## config.mk

```make
export PLATFORM = sky130hd
export DESIGN_NAME = io_bus_arbiter_flat
export DESIGN_NICKNAME = d
export VERILOG_FILES = /design/src/rtl/io_bus_arbiter_if.sv /design/src/rtl/io_bus_arbiter.sv /design/src/flat_wrapper.sv
export SDC_FILE = /design/constraint.sdc
export NUM_CORES = 1
export LEC_CHECK = 0
export BUFFER_PORTS_ARGS = -buffer_cell sky130_fd_sc_hd__buf_2
export CORE_AREA = 2 2 106 108
export DETAILED_ROUTE_END_ITERATION = 16
export DIE_AREA = 0 0 108 110
export PLACE_DENSITY = 0.9
export SETUP_SLACK_MARGIN = 0.05
export SLEW_MARGIN = 0
export SYNTH_ARGS = -nofsm -noshare
export SYNTH_HDL_FRONTEND = slang
export SYNTH_SLANG_ARGS = --single-unit
```

## constraint.sdc

```tcl
create_clock -name clk -period 7.1 [get_ports clk]
set_input_delay 1.065 -clock clk [delete_from_list [all_inputs] [get_ports clk]]
set_output_delay 1.065 -clock clk [all_outputs]
set_load 0.005 [all_outputs]
```

## src/rtl/io_bus_arbiter_if.sv

```systemverilog
// IO bus arbiter bundle: per-master request lines, shared bus lines, slave response.
// Latency: none, this is wiring only.
// Backpressure: masters hold m_req until m_ack; the slave stalls the bus by withholding s_ack.
interface io_bus_arbiter_if #(
    parameter int NR_OF_MASTERS = 2
);
    logic [NR_OF_MASTERS-1:0]    m_req;
    logic [NR_OF_MASTERS-1:0]    m_we;
    logic [NR_OF_MASTERS-1:0]    m_re;
    logic [NR_OF_MASTERS*32-1:0] m_addr;
    logic [NR_OF_MASTERS*32-1:0] m_wdata;
    logic [NR_OF_MASTERS-1:0]    m_gnt;
    logic [NR_OF_MASTERS-1:0]    m_ack;
    logic [31:0]                 m_rdata;
    logic [31:0]                 s_addr;
    logic [31:0]                 s_wdata;
    logic                        s_we;
    logic                        s_re;
    logic                        s_ack;
    logic [31:0]                 s_rdata;
    logic                        timeout_err;

    // Arbiter side: serves the requesters and drives the shared bus.
    modport slave (
        input  m_req, m_we, m_re, m_addr, m_wdata, s_ack, s_rdata,
        output m_gnt, m_ack, m_rdata, s_addr, s_wdata, s_we, s_re, timeout_err
    );

    // Environment side: requesters plus the OR-combined peripherals.
    modport master (
        output m_req, m_we, m_re, m_addr, m_wdata, s_ack, s_rdata,
        input  m_gnt, m_ack, m_rdata, s_addr, s_wdata, s_we, s_re, timeout_err
    );
endinterface

```

## src/rtl/io_bus_arbiter.sv

```systemverilog
// Round-robin arbiter/sequencer for the shared IO bus; IO_BUS_ARBITER_TIMEOUT_EN adds a slave timeout.
// Latency: grant on the sampling edge, m_ack one cycle after s_ack (3 cycles minimum per transfer).
// Backpressure: BUSY holds until s_ack (or timeout); DONE never samples requests.
module io_bus_arbiter #(
    parameter int NR_OF_MASTERS  = 2,
    parameter int TIMEOUT_CYCLES = 16
) (
    input  logic           clk,
    input  logic           rst,
    io_bus_arbiter_if.slave bus
);
    localparam int N  = NR_OF_MASTERS;
    localparam int PW = (N > 1) ? $clog2(N) : 1;

    typedef enum logic [1:0] {IDLE, BUSY, DONE} state_t;

    state_t        state;
    state_t        state_nxt;
    logic [PW-1:0] ptr;
    logic [PW-1:0] win;
    logic [PW-1:0] win_q;
    logic [N-1:0]  eff;
    logic          any_req;
    logic          timeout_hit;

    function automatic logic [PW-1:0] wrap(input int v);
        return PW'((v >= N) ? v - N : v);
    endfunction

    // A request counts only if it carries a read or write strobe.
    assign eff = bus.m_req & (bus.m_we | bus.m_re);

    // Search from ptr upward; iterating downward lets the lowest offset win.
    always_comb begin
        win     = '0;
        any_req = 1'b0;
        for (int off = N - 1; off >= 0; off--) begin
            if (eff[wrap(int'(ptr) + off)]) begin
                win     = wrap(int'(ptr) + off);
                any_req = 1'b1;
            end
        end
    end

`ifdef IO_BUS_ARBITER_TIMEOUT_EN
    localparam int CW = $clog2(TIMEOUT_CYCLES + 1);
    logic [CW-1:0] busy_cnt;

    assign timeout_hit = (state == BUSY) && !bus.s_ack && (busy_cnt == CW'(TIMEOUT_CYCLES - 1));

    // Busy-cycle counter: parked at zero outside BUSY so it is clear on entry.
    always_ff @(posedge clk or posedge rst) begin
        if (rst) begin
            busy_cnt <= '0;
        end else if (state == BUSY) begin
            busy_cnt <= busy_cnt + CW'(1);
        end else begin
            busy_cnt <= '0;
        end
    end
`else
    assign timeout_hit = 1'b0;
`endif

    // State register.
    always_ff @(posedge clk or posedge rst) begin
        if (rst) begin
            state <= IDLE;
        end else begin
            state <= state_nxt;
        end
    end

    // Next-state logic.
    always_comb begin
        state_nxt = state;
        case (state)
            IDLE:    if (any_req) state_nxt = BUSY;
            BUSY:    if (bus.s_ack || timeout_hit) state_nxt = DONE;
            DONE:    state_nxt = IDLE;
            default: state_nxt = IDLE;
        endcase
    end

    // Registered bus outputs, grant/ack and the rotating priority pointer.
    always_ff @(posedge clk or posedge rst) begin
        if (rst) begin
            ptr             <= '0;
            win_q           <= '0;
            bus.m_gnt       <= '0;
            bus.m_ack       <= '0;
            bus.m_rdata     <= '0;
            bus.s_addr      <= '0;
            bus.s_wdata     <= '0;
            bus.s_we        <= 1'b0;
            bus.s_re        <= 1'b0;
            bus.timeout_err <= 1'b0;
        end else begin
            bus.m_ack       <= '0;
            bus.timeout_err <= 1'b0;
            case (state)
                IDLE: begin
                    if (any_req) begin
                        win_q       <= win;
                        bus.m_gnt   <= N'(1) << win;
                        bus.s_addr  <= bus.m_addr[int'(win)*32 +: 32];
                        bus.s_wdata <= bus.m_wdata[int'(win)*32 +: 32];
                        // Write wins when both strobes are set.
                        bus.s_we    <= bus.m_we[win];
                        bus.s_re    <= bus.m_re[win] & ~bus.m_we[win];
                    end
                end
                BUSY: begin
                    if (bus.s_ack || timeout_hit) begin
                        bus.m_ack       <= N'(1) << win_q;
                        bus.m_rdata     <= (bus.s_ack && bus.s_re) ? bus.s_rdata : 32'h0;
                        bus.timeout_err <= timeout_hit;
                        bus.m_gnt       <= '0;
                        bus.s_we        <= 1'b0;
                        bus.s_re        <= 1'b0;
                        ptr             <= wrap(int'(win_q) + 1);
                    end
                end
                default: ;
            endcase
        end
    end
endmodule

```

## src/flat_wrapper.sv

```systemverilog
// flat-port wrapper written by rule: the top's interface ports become plain ports
module io_bus_arbiter_flat 
#(
    parameter int NR_OF_MASTERS  = 2,
    parameter int TIMEOUT_CYCLES = 16
)
  (clk, rst, bus_m_req, bus_m_we, bus_m_re, bus_m_addr, bus_m_wdata, bus_s_ack, bus_s_rdata, bus_m_gnt, bus_m_ack, bus_m_rdata, bus_s_addr, bus_s_wdata, bus_s_we, bus_s_re, bus_timeout_err);
  io_bus_arbiter_if #(.NR_OF_MASTERS(NR_OF_MASTERS)) bus_i ();
  input  logic clk;
  input  logic rst;
  input wire logic [$bits(bus_i.m_req)-1:0] bus_m_req;
  input wire logic [$bits(bus_i.m_we)-1:0] bus_m_we;
  input wire logic [$bits(bus_i.m_re)-1:0] bus_m_re;
  input wire logic [$bits(bus_i.m_addr)-1:0] bus_m_addr;
  input wire logic [$bits(bus_i.m_wdata)-1:0] bus_m_wdata;
  input wire logic [$bits(bus_i.s_ack)-1:0] bus_s_ack;
  input wire logic [$bits(bus_i.s_rdata)-1:0] bus_s_rdata;
  output wire logic [$bits(bus_i.m_gnt)-1:0] bus_m_gnt;
  output wire logic [$bits(bus_i.m_ack)-1:0] bus_m_ack;
  output wire logic [$bits(bus_i.m_rdata)-1:0] bus_m_rdata;
  output wire logic [$bits(bus_i.s_addr)-1:0] bus_s_addr;
  output wire logic [$bits(bus_i.s_wdata)-1:0] bus_s_wdata;
  output wire logic [$bits(bus_i.s_we)-1:0] bus_s_we;
  output wire logic [$bits(bus_i.s_re)-1:0] bus_s_re;
  output wire logic [$bits(bus_i.timeout_err)-1:0] bus_timeout_err;
  assign bus_i.m_req = bus_m_req;
  assign bus_i.m_we = bus_m_we;
  assign bus_i.m_re = bus_m_re;
  assign bus_i.m_addr = bus_m_addr;
  assign bus_i.m_wdata = bus_m_wdata;
  assign bus_i.s_ack = bus_s_ack;
  assign bus_i.s_rdata = bus_s_rdata;
  assign bus_m_gnt = bus_i.m_gnt;
  assign bus_m_ack = bus_i.m_ack;
  assign bus_m_rdata = bus_i.m_rdata;
  assign bus_s_addr = bus_i.s_addr;
  assign bus_s_wdata = bus_i.s_wdata;
  assign bus_s_we = bus_i.s_we;
  assign bus_s_re = bus_i.s_re;
  assign bus_timeout_err = bus_i.timeout_err;
  io_bus_arbiter #(.NR_OF_MASTERS(NR_OF_MASTERS), .TIMEOUT_CYCLES(TIMEOUT_CYCLES)) u_core (.clk(clk), .rst(rst), .bus(bus_i));
endmodule
```

==> impl_metrics.yaml <==
finish:
  areaGrowthSynthToFinish_pct: 33.3
  final_nets: 880
  diodes: 0
  final_common_cell: "buf_2"
  multi_input_area_um2: 1800
  nFillCells: 941
  most-common-layout-cells: "buf_2, dfrtp_1, nor2_1"
  seq_area_um2: 2650
  fin_area_um2: 6210
  layout-drive-gt1-share_pct: 41.2
logic_synthesis:
  synth_seq_cells: 106
  ys_seq_area_share_pct: 57.0
  yosys_warnings: 0
  synthesis.nets: 629
  synthFlopType: "dfrtp_1"
  synthArstFlopShare_pct: 100
  syn_avg_cell_area_um2: 10.1
  synth.cell_area_um2: 4660
  synth-edff-count: 0
  syn_inst: 460
  yosysUniqueCellTypes: 25
routing:
  wire_per_inst_um: 14.0
  viasPerCell: 4.78
  drtIter0Drc: 285
  wl_mm: 12.0
  ant_nets: 0
  route.detailed.drc: 0
  via_count: 4095
  first_pass_iters: 4
timing:
  worst_pin_slew_ps: 1080
  finalCritPeriodShare_pct: 42.3
  finClkSkew_ps: 14.2
  fin_tns_setup_ps: 0
  final-setup-viol-count: 0
  fmax_mhz: 333
  fin_crit_ps: 3000
  slew_viol_final: 0
  hold_viol_final: 0
  rsz0062_at_grt: "false"
  maxSlewHeadroom_pct: 27.9
clock_tree:
  clock-root-buffer: "clkbuf_8"
  ctsHoldBuffers: 0
  cts_buffers: 9
  clk_path_buf_depth: 2
  cts_setup_buffers: 0
  cts_tree: "built"
  clock-sinks: 106
  cts_resized: 0
  clk_latency_ps: 360
  htreeDepth: 3
  clk_pin_slew_worst_paths_ps: 90
floorplanning:
  dieArea_um2: 11900
  core_area_um2: 10700
  row_count: 38
  die_h_um: 110
  initial_core_util_pct: 43.5
  die_w_um: 108
  top_level_ports: 272
placement:
  detailed_place_hpwl_mm: 9.10
  dpl-instance-area_um2: 6030
  port_buffers: 270
  gp_congestion: 0.719
pwr:
  p_leak_uw: 0.00334
  p_per_area_nw_per_um2: 361
  peakVddDrop_v: 0.000164
global_routing:
  grt_pass1_wl_mm: 17.9
  grt.overflow.total: 0
  antenna_found_initial: 0
  grt_max_degree: 111
  grt_pass1_vias: 3780
  grt_use_total_pct: 19.3
run:
  max_cap_violations: 0
critical_path:
  worstSetupPathType: "input pin to register"
  crit_required_ps: 7370
  cp.arrival_ps: 3270
  end_kind: "register"
  cp_max_fo: 110
  start_kind: "input pin"
status:
  outcome: "finished, final reports clean"
min_path:
  hp-class: "register to register"
[layer usage]
metal | global-route usage, % | wire length [µm]
met1 | 23.7 | 4810
met2 | 33.8 | 6110
met3 | 3.29 | 821
met4 | 8.24 | 218
met5 | 0 | 0
[critical path: stages]
cell and delay, ps:
buf_2 110, o21ai_2 110, a211oi_4 800, buf_4 880
nor2_1 80, a21oi_1 180
[registers in the layout (all words and copies together), names as in the netlist]
signal              count
u_core.bus.m_ack        2
u_core.bus.m_gnt        2
u_core.bus.m_rdata     32
u_core.bus.s_addr      32
u_core.bus.s_re         1
u_core.bus.s_wdata     32
u_core.bus.s_we         1
u_core.ptr              1
u_core.state            2
u_core.win_q            1
[Yosys cell counts, types with 2 or more instances]
| master | instances | area [µm²] |
|---|---|---|
| dfrtp_1 | 106 | 2650 |
| nor2_1 | 70 | 263 |
| nand2_1 | 69 | 259 |
| mux2i_1 | 66 | 661 |
| a21oi_1 | 64 | 320 |
| o21ai_0 | 33 | 165 |
| clkbuf_1 | 18 | 67.6 |
| buf_2 | 8 | 40.0 |
| buf_4 | 6 | 45.0 |
| inv_1 | 3 | 11.3 |
| buf_12 | 2 | 40.0 |
| o21ai_1 | 2 | 10.0 |
[where the power goes]
| part | internal (µW) | leakage (µW) | switching [µW] |
|---|---|---|---|
| clock network | 147 | 0.0000924 | 198 |
| registers | 882 | 0.00126 | 149 |
| logic | 395 | 0.00199 | 473 |
| total | 1420 | 0.00334 | 819 |
[path summary, 6_finish.rpt]
| check | startpoint | end | slack [ps] | cells after the start |
|---|---|---|---|---|
| max | bus_m_we[0] | u_core.bus.s_addr[11] | 4100 | 6 |
| max in group asynchronous | rst | u_core.bus.s_wdata[11] | 5180 | 3 |
| min | u_core.win_q | u_core.bus.m_ack[0] | 460 | 1 |
| min reg2reg | u_core.win_q | u_core.bus.m_ack[0] | 460 | 1 |
| min in group asynchronous | rst | u_core.bus.s_wdata[26] | 760 | 2 |
| max reg2reg | u_core.state[0] | u_core.bus.s_addr[11] | 4560 | 4 |
[through the flow]
step	utilization, %	hold WS (ps)	power [µW]	cells	setup slack (ps)
floorplan	-	403	1500	460	3250
global placement	56.3	430	1880	840	3810
detailed placement	56.3	454	1920	840	3690
CTS	58.0	468	2270	856	4080
global route	58.0	494	2430	856	3770
finish	58.0	461	2240	856	4100
[cells by family after synthesis]
kind of cell           after synthesis  synth area share [%]
AOI/OAI and AO/OA                  107                  12.4
buffers and inverters               38                  4.70
and+or+nand+nor                    142                  11.6
DFF                                106                  57.0
muxes                               66                  14.2
other                                1                0.0805
[final cells by class]
type / instances / share of cell area (%)
Clock buffer: 12 / 2.50
Clock inverter: 4 / 0.423
Inverter: 3 / 0.222
Multi-Input combinational cell: 316 / 28.9
Sequential cell: 106 / 42.7
Tap cell: 140 / 2.82
Timing Repair Buffer: 275 / 22.4
Power figures use the tool's default switching activity.
